$ cat src/rtl/usb_tx_buffer.sv
// Byte FIFO that drains to an FT245-style parallel write port (TXE# / WR),
// sequencing setup, strobe and recovery time for every byte.
module usb_tx_buffer #(
    parameter int Depth         = 64,
    parameter int SetupCycles   = 2,
    parameter int PulseCycles   = 4,
    parameter int RecoverCycles = 6
) (
    input  logic                     i_Clock,
    input  logic                     i_Reset,
    input  logic [7:0]               i_DataIn,
    input  logic                     i_WrReq,
    input  logic                     i_UsbTxe_n,
    output logic [7:0]               o_UsbData,
    output logic                     o_UsbDataOE,
    output logic                     o_UsbWr,
    output logic [$clog2(Depth):0]   o_FifoLevel,
    output logic                     o_Overflow,
    output logic                     o_Busy
);
    localparam int AW   = $clog2(Depth);
    localparam int MAXA = (SetupCycles > PulseCycles) ? SetupCycles : PulseCycles;
    localparam int MAXC = (MAXA > RecoverCycles) ? MAXA : RecoverCycles;
    localparam int CW   = (MAXC > 1) ? $clog2(MAXC) : 1;

    localparam logic [AW:0]   LVL_FULL  = (AW+1)'(Depth);
    localparam logic [CW-1:0] C_SETUP   = CW'(SetupCycles - 1);
    localparam logic [CW-1:0] C_PULSE   = CW'(PulseCycles - 1);
    localparam logic [CW-1:0] C_RECOVER = CW'(RecoverCycles - 1);

    typedef enum logic [1:0] {S_IDLE, S_SETUP, S_STROBE, S_RECOVER} state_t;

    state_t          r_state, w_state;
    logic [CW-1:0]   r_cnt, w_cnt;
    logic            r_wr, w_wr;
    logic            r_oe, w_oe;
    logic            w_pop, w_push;
    logic [7:0]      r_data;
    logic [7:0]      r_mem [Depth];
    logic [AW-1:0]   r_wr_ptr, r_rd_ptr;
    logic [AW:0]     r_level;
    logic            r_overflow;
    logic            r_txe_m, r_txe_s;

    // Full is judged on the registered level, so a same-cycle pop never frees room.
    assign w_push = i_WrReq && (r_level != LVL_FULL);

    always_comb begin
        w_state = r_state;
        w_cnt   = r_cnt;
        w_wr    = 1'b0;
        w_oe    = 1'b0;
        w_pop   = 1'b0;
        case (r_state)
            S_IDLE: begin
                if (r_level != '0 && !r_txe_s) begin
                    w_pop   = 1'b1;
                    w_oe    = 1'b1;
                    w_cnt   = C_SETUP;
                    w_state = S_SETUP;
                end
            end
            S_SETUP: begin
                w_oe = 1'b1;
                if (r_cnt == '0) begin
                    w_wr    = 1'b1;
                    w_cnt   = C_PULSE;
                    w_state = S_STROBE;
                end else begin
                    w_cnt = r_cnt - 1'b1;
                end
            end
            S_STROBE: begin
                // OE carried into the first RECOVER cycle holds data past WR fall.
                w_oe = 1'b1;
                w_wr = 1'b1;
                if (r_cnt == '0) begin
                    w_wr    = 1'b0;
                    w_cnt   = C_RECOVER;
                    w_state = S_RECOVER;
                end else begin
                    w_cnt = r_cnt - 1'b1;
                end
            end
            S_RECOVER: begin
                if (r_cnt == '0) w_state = S_IDLE;
                else             w_cnt   = r_cnt - 1'b1;
            end
            default: w_state = S_IDLE;
        endcase
    end

    always_ff @(posedge i_Clock) begin
        if (i_Reset) begin
            r_state    <= S_IDLE;
            r_cnt      <= '0;
            r_wr       <= 1'b0;
            r_oe       <= 1'b0;
            r_data     <= '0;
            r_wr_ptr   <= '0;
            r_rd_ptr   <= '0;
            r_level    <= '0;
            r_overflow <= 1'b0;
            r_txe_m    <= 1'b1;
            r_txe_s    <= 1'b1;
        end else begin
            r_txe_m <= i_UsbTxe_n;
            r_txe_s <= r_txe_m;
            r_state <= w_state;
            r_cnt   <= w_cnt;
            r_wr    <= w_wr;
            r_oe    <= w_oe;
            if (w_pop) begin
                r_data   <= r_mem[r_rd_ptr];
                r_rd_ptr <= r_rd_ptr + 1'b1;
            end
            if (w_push)             r_wr_ptr   <= r_wr_ptr + 1'b1;
            if (i_WrReq && !w_push) r_overflow <= 1'b1;
            case ({w_push, w_pop})
                2'b10:   r_level <= r_level + 1'b1;
                2'b01:   r_level <= r_level - 1'b1;
                default: r_level <= r_level;
            endcase
        end
    end

    always_ff @(posedge i_Clock) begin
        if (!i_Reset && w_push) r_mem[r_wr_ptr] <= i_DataIn;
    end

    assign o_UsbData   = r_data;
    assign o_UsbDataOE = r_oe;
    assign o_UsbWr     = r_wr;
    assign o_FifoLevel = r_level;
    assign o_Overflow  = r_overflow;
    assign o_Busy      = (r_level != '0) || (r_state != S_IDLE);
endmodule
$ cat config.mk
export PLATFORM = sky130hd
export DESIGN_NAME = usb_tx_buffer
export DESIGN_NICKNAME = d
export VERILOG_FILES = /design/src/rtl/usb_tx_buffer.sv
export SDC_FILE = /design/constraint.sdc
export NUM_CORES = 1
export LEC_CHECK = 0
export ABC_AREA = 1
export CORE_AREA = 4 4 286 176
export CTS_BUF_LIST = sky130_fd_sc_hd__clkbuf_8
export CTS_CLUSTER_DIAMETER = 40
export DETAILED_ROUTE_END_ITERATION = 8
export DIE_AREA = 0 0 290 180
export PLACE_DENSITY = 0.65
export SETUP_SLACK_MARGIN = 0.15
export SLEW_MARGIN = 40
export SYNTH_ARGS = -nofsm -noshare
export SYNTH_HDL_FRONTEND = slang
export SYNTH_SLANG_ARGS = --single-unit
$ cat constraint.sdc
create_clock -name i_Clock -period 3.6 [get_ports i_Clock]
set_input_delay 0.72 -clock i_Clock [delete_from_list [all_inputs] [get_ports i_Clock]]
set_output_delay 0.72 -clock i_Clock [all_outputs]
set_load 0.05 [all_outputs]
-- After elaboration in Yosys (flattened, before gate mapping)
Memory sizes are Yosys's and may differ from the RTL's. A register that Yosys moved wholly into a read port is not among the register bits.
Index checks and enable logic that the tools add are counted.
- add/sub/neg operators: 5
- reduce and logical (&&, ||, !) cells: 16
- mux-type cells: 19
- equal/unequal tests: 11
- operator list (kind ; number):
    7-bit case mux with 2 select lines ; 1
    6-bit by 1-bit adder with 6-bit output (second input constant) ; 2
    3-bit two-way mux ; 4
    3-bit case mux with 4 select lines ; 1
    2-bit inequality test (second input constant) ; 5
    2-bit two-way mux ; 4
    2-bit case mux with 4 select lines ; 1
    7-bit by 1-bit adder with 7-bit output (second input constant) ; 1
    7-bit inequality test (second input constant) ; 1
    7-bit nonzero test ; 1
    7-bit by 1-bit subtractor with 7-bit output (second input constant) ; 1
    2-bit equality test (second input constant) ; 3
    1-bit two-way mux ; 6
    2-bit by 1-bit equality test with 1-bit output (second input constant) ; 2
    1-bit logical AND ; 4
    1-bit case mux with 2 select lines ; 2
    4-bit AND reduction ; 1
    2-bit nonzero test ; 2
    1-bit zero test ; 3
    3-bit zero test ; 1
    3-bit by 1-bit subtractor with 3-bit output (second input constant) ; 1
    2-bit zero test ; 1
    2-bit AND reduction ; 1
    2-bit OR reduction ; 1
    1-bit logical OR ; 1
- memories: 1
- bits in registers: 29
- output and inout port bits: 19
- bits in writable memories: 512
- memory list (memory ; depth ; width ; read ports ; clocked after memory_dff ; write ports ; RTL line ; text):
    r_mem ; 64 ; 8 ; 1 ; 1 ; 1 ; 39 ; logic [7:0] r_mem [Depth];

-- Depth between registers and ports, before layout
- depth after elaboration: 6
- depth in mapped cells: 18
- gate-level depth less buffers: 17

-- Worst setup path after synthesis
Ideal clock, no wire load.
- path type: reg2reg
- start: register r_level[0], in the netlist o_FifoLevel[0]
- end: register r_level[5], in the netlist o_FifoLevel[5]
- path slack: 766 ps
- buffers on the path: 1
- cell stages (with the launch flop): 19
- arrival: 2725 ps
- data required time: 3491 ps
- cell sequence: dfxtp_1 > nor2_1 > nand3_1 > nor3_2 > nor2_1 > nand2_2 > inv_2 > buf_2 > ha_1 > ha_1 > nand3_1 > nand3_1 > nand2_1 > nand2_1 > nand2_1 > a21oi_1 > nand3b_1 > nand2_1 > inv_1
- word-level cells in the longest chain between the ends: 6
- ends and longest elaborated chain (item ; RTL line ; text):
    start, declared ; 41 ; logic [AW:0] r_level;
    start signal, assigned ; 120 ; 2'b10: r_level <= r_level + 1'b1;
    start signal, assigned ; 121 ; 2'b01: r_level <= r_level - 1'b1;
    start signal, assigned ; 122 ; default: r_level <= r_level;
    7-bit nonzero test (*) ; 56 ; if (r_level != '0 && !r_txe_s) begin
    1-bit logical AND (*) ; 56 ;
    1-bit two-way mux (*) ; 56 ;
    1-bit two-way mux (*) ; 54 ; case (r_state)
    via w_pop ; 37 ; logic w_pop, w_push;
    2-bit by 1-bit equality test with 1-bit output or 2-bit equality test (tied branches) ; 119 ; case ({w_push, w_pop})
    7-bit case mux with 2 select lines or 2-bit nonzero test (tied branches) ; - ;
The timed path passes the listed nets; every way through them passes the cells marked *.
A chain may end at the register's enable or synchronous reset.

-- Worst setup path after layout
- start: register r_level[0], in the netlist o_FifoLevel[0]
- end: register r_level[6], in the netlist o_FifoLevel[6]
- word-level cells in the longest chain between the ends: 6
- ends and longest elaborated chain (item ; RTL line):
    7-bit nonzero test ; 56
    1-bit logical AND ; 56
    1-bit two-way mux ; 56
    1-bit two-way mux ; 54
    2-bit by 1-bit equality test with 1-bit output or 2-bit equality test (tied branches) ; 119
    7-bit case mux with 2 select lines or 2-bit nonzero test (tied branches) ; -
Parallel ways exist; a longest one is shown, timed or not.

==> metrics.txt <==
R2R Setup Slk ~0.54 ns; vias per cell 5.44; number of buffers created by CTS 80; Peak Freq between 300 and 400 MHz; Routed WL per cell 20.5 um; Met1 Routed Length 27500 um; RSZ-0062 raised after global routing false; status completed; Hold Path End r_txe_s; P per Cell Area 518 nW/um2; area of the mapped netlist 23500 um2; ANT cells 0; Hold Path Depth 1; met3 wire len 6600 um; required time worst endpoint 4.17 ns; clk sinks 549; Clock transition at path regs approximately 0.06 ns; Finished Cell Area between 20000 and 30000 um2; Die H 180 um; HPWL Detailed 38200 um; Core Footprint 47500 um2; Top Layer Used met5; leakage ~0.010 uW; total of max-cap violations 0; CTS Buffer Depth 3; Slew headroom 46.2%; largest net degree at the start of global routing 140; synth warn 0; gr ovfl total 0; final worst setup slack 0.537 ns; crit-path max FO 21; Final period util 85.1%; setup tns final 0 ns; Hold Crit Class register to register; reg2reg path depth 17; WL met2 about 26000 um; syn_nets 2256; # H-tree levels 3; gpl congestion 0.902; GRT Overall Usage approximately 23%; PostCTS Resize Cnt 0; Layout area overhead 10.7%; final layout net count approximately 2300; Distinct cells, synth 36; VDD IR max 0.298 mV; Fin. Hold Viols 0; CTS tree built; crit path time final 3.06 ns; reg2reg end o_FifoLevel[6]; final antenna-violating net count 0; # DRC 0; vias in the first global route 15600; DIE AREA 52200 um2; Post-Place Cell Area 24500 um2; initial antenna violation count 1; Worst Skew 0.0221 ns; buffers added on ports 30; share of layout cells above drive strength 1 8.36%; critical path launch point type register; register area share after synthesis 68.5%; CTS root buf clkbuf_8; clk_lat worst skew 0.64 ns; Final Routed Wirelength about 60000 um; R2R Path Start o_FifoLevel[0]; # setup viols final 0; Worst Max-Slew Pin Slew 0.807 ns; Setup crit end kind register; flops & latches, synth 549; first-pass GRT wire length 92800 um; Post-Route Utilization a little over half; hold path startpoint r_txe_m; Chip Width 290 um; critical path class register to register; drt first pass iters 6; Data arrival, critical path 3.63 ns; post-CTS setup buffers 0; Avg Synthesized Cell Area 10.6 um2; row count 62; # IOs 31; First DRT Iteration DRCs 2039; Place WS 0.432 ns; cts hold-fix bufs 0; via count 16300; Mapped Cells ~2200; Slew Viols, Final 0; initial core utilization 49.6%
[worst max path at each step]
stage | from | end | slack, ns | depth (start not counted)
detailed placement | i_WrReq | o_FifoLevel[6] | 0.43 | 15
CTS | r_state[0] | o_Busy | 0.52 | 4
global route | o_FifoLevel[0] | o_FifoLevel[6] | 0.30 | 17
global placement | i_WrReq | o_FifoLevel[6] | 0.40 | 15
floorplan | o_FifoLevel[0] | o_FifoLevel[5] | 0.77 | 18
finish | o_FifoLevel[0] | o_FifoLevel[6] | 0.54 | 17
[layer usage]
layer	up-vias	track usage [%]
met5	-	0
met4	2	5.80
met3	89	7.30
met2	737	33.0
met1	7881	34.8
li1	7603	-
[layout make-up]
cell class | count | area (um2)
tap | 640 | 801
timing repair buffer | 99 | 877
clock inverter | 56 | 339
fill | 4099 | 21400
sequential | 549 | 16100
multi-input combinational | 1383 | 6030
inverter | 183 | 694
clock buffer | 86 | 1180
[cells in the mapped netlist, drive strengths merged]
master / n / area share [%]
nor2: 244 / 4.0
buf: 89 / 2.6
ha: 16 / 0.85
a31oi: 1 / 0.027
o21a: 9 / 0.29
o22ai: 1 / 0.027
clkinv: 3 / 0.048
nand2: 670 / 11
nand4: 9 / 0.32
clkbuf: 23 / 0.37
inv: 180 / 2.9
fa: 1 / 0.085
or2: 2 / 0.053
xnor2: 1 / 0.037
nand3b: 1 / 0.032
nor4: 1 / 0.027
a21oi: 53 / 1.1
xor2: 4 / 0.15
nand3: 291 / 6.2
edfxtp: 512 / 65
dfxtp: 37 / 3.1
nor3: 8 / 0.21
o21ai: 70 / 1.5
a211oi: 1 / 0.032
[state kept, by name (all words and copies together), names as in the netlist]
name         flops
r_txe_m          1
r_txe_s          1
o_Overflow       1
r_cnt            3
r_mem          512
o_UsbDataOE      1
o_UsbWr          1
o_UsbData        8
r_rd_ptr         6
r_state          2
o_FifoLevel      7
r_wr_ptr         6
[cells by family (layout without fill, tap and decap cells)]
| group | count (synthesis) | after routing | synth area share, % |
|---|---|---|---|
| and+or+nand+nor | 1226 | 1226 | 21.5 |
| DFF | 549 | 549 | 68.5 |
| buffers and inverters | 295 | 424 | 5.89 |
| AOI/OAI and AO/OA | 135 | 135 | 2.99 |
| adders and majority gates | 17 | 17 | 0.936 |
| xor gates and xnor gates | 5 | 5 | 0.186 |
[power breakdown]
group	switching (uW)	leakage [uW]	total [uW]	internal [uW]
registers	70.5	0.00491	7110	7040
logic	1120	0.00433	1550	437
clock network	2350	0.000889	4840	2490
[metrics by stage]
stage | std cells | total power (uW) | hold WS [ns]
CTS | 2996 | 13600 | 0.422
detailed placement | 2854 | 8780 | 0.407
global route | 2996 | 14100 | 0.425
finish | 2996 | 13500 | 0.418
floorplan | 2227 | 8290 | 0.389
global placement | 2854 | 8760 | 0.403
[worst max-delay path, stage by stage, from the launching register on]
cell and delay, ns:
dfxtp_1 0.44, nor2_1 0.09, nand3_1 0.13, nor3_2 0.07
nor2_1 0.11, nand2_2 0.15, inv_2 0.34, ha_1 0.46
ha_1 0.37, nand2_1 0.08, nand2_1 0.06, nand2_1 0.07
nand3_1 0.13, a21oi_1 0.14, o21ai_0 0.12, nand2_1 0.09
nand2_1 0.05, nor2_1 0.10
[layout by cell type (no fill, tap or decap), types with 4 or more instances in the layout]
cell type        count
clkinv_1            13
inv_2                4
nand3_1            290
ha_1                16
edfxtp_1           512
clkinv_2             6
dfxtp_1             35
clkbuf_8            86
buf_12               7
o21ai_0             61
xor2_1               4
nand2_1            668
o21a_1               9
nor3_1               6
buf_2                8
clkdlybuf4s50_1     22
bufinv_16            4
nand4_1              6
nor2_1             242
o21ai_1              9
a21oi_1             53
inv_1              206
buf_4               59
(Power assumes the default switching activity.)
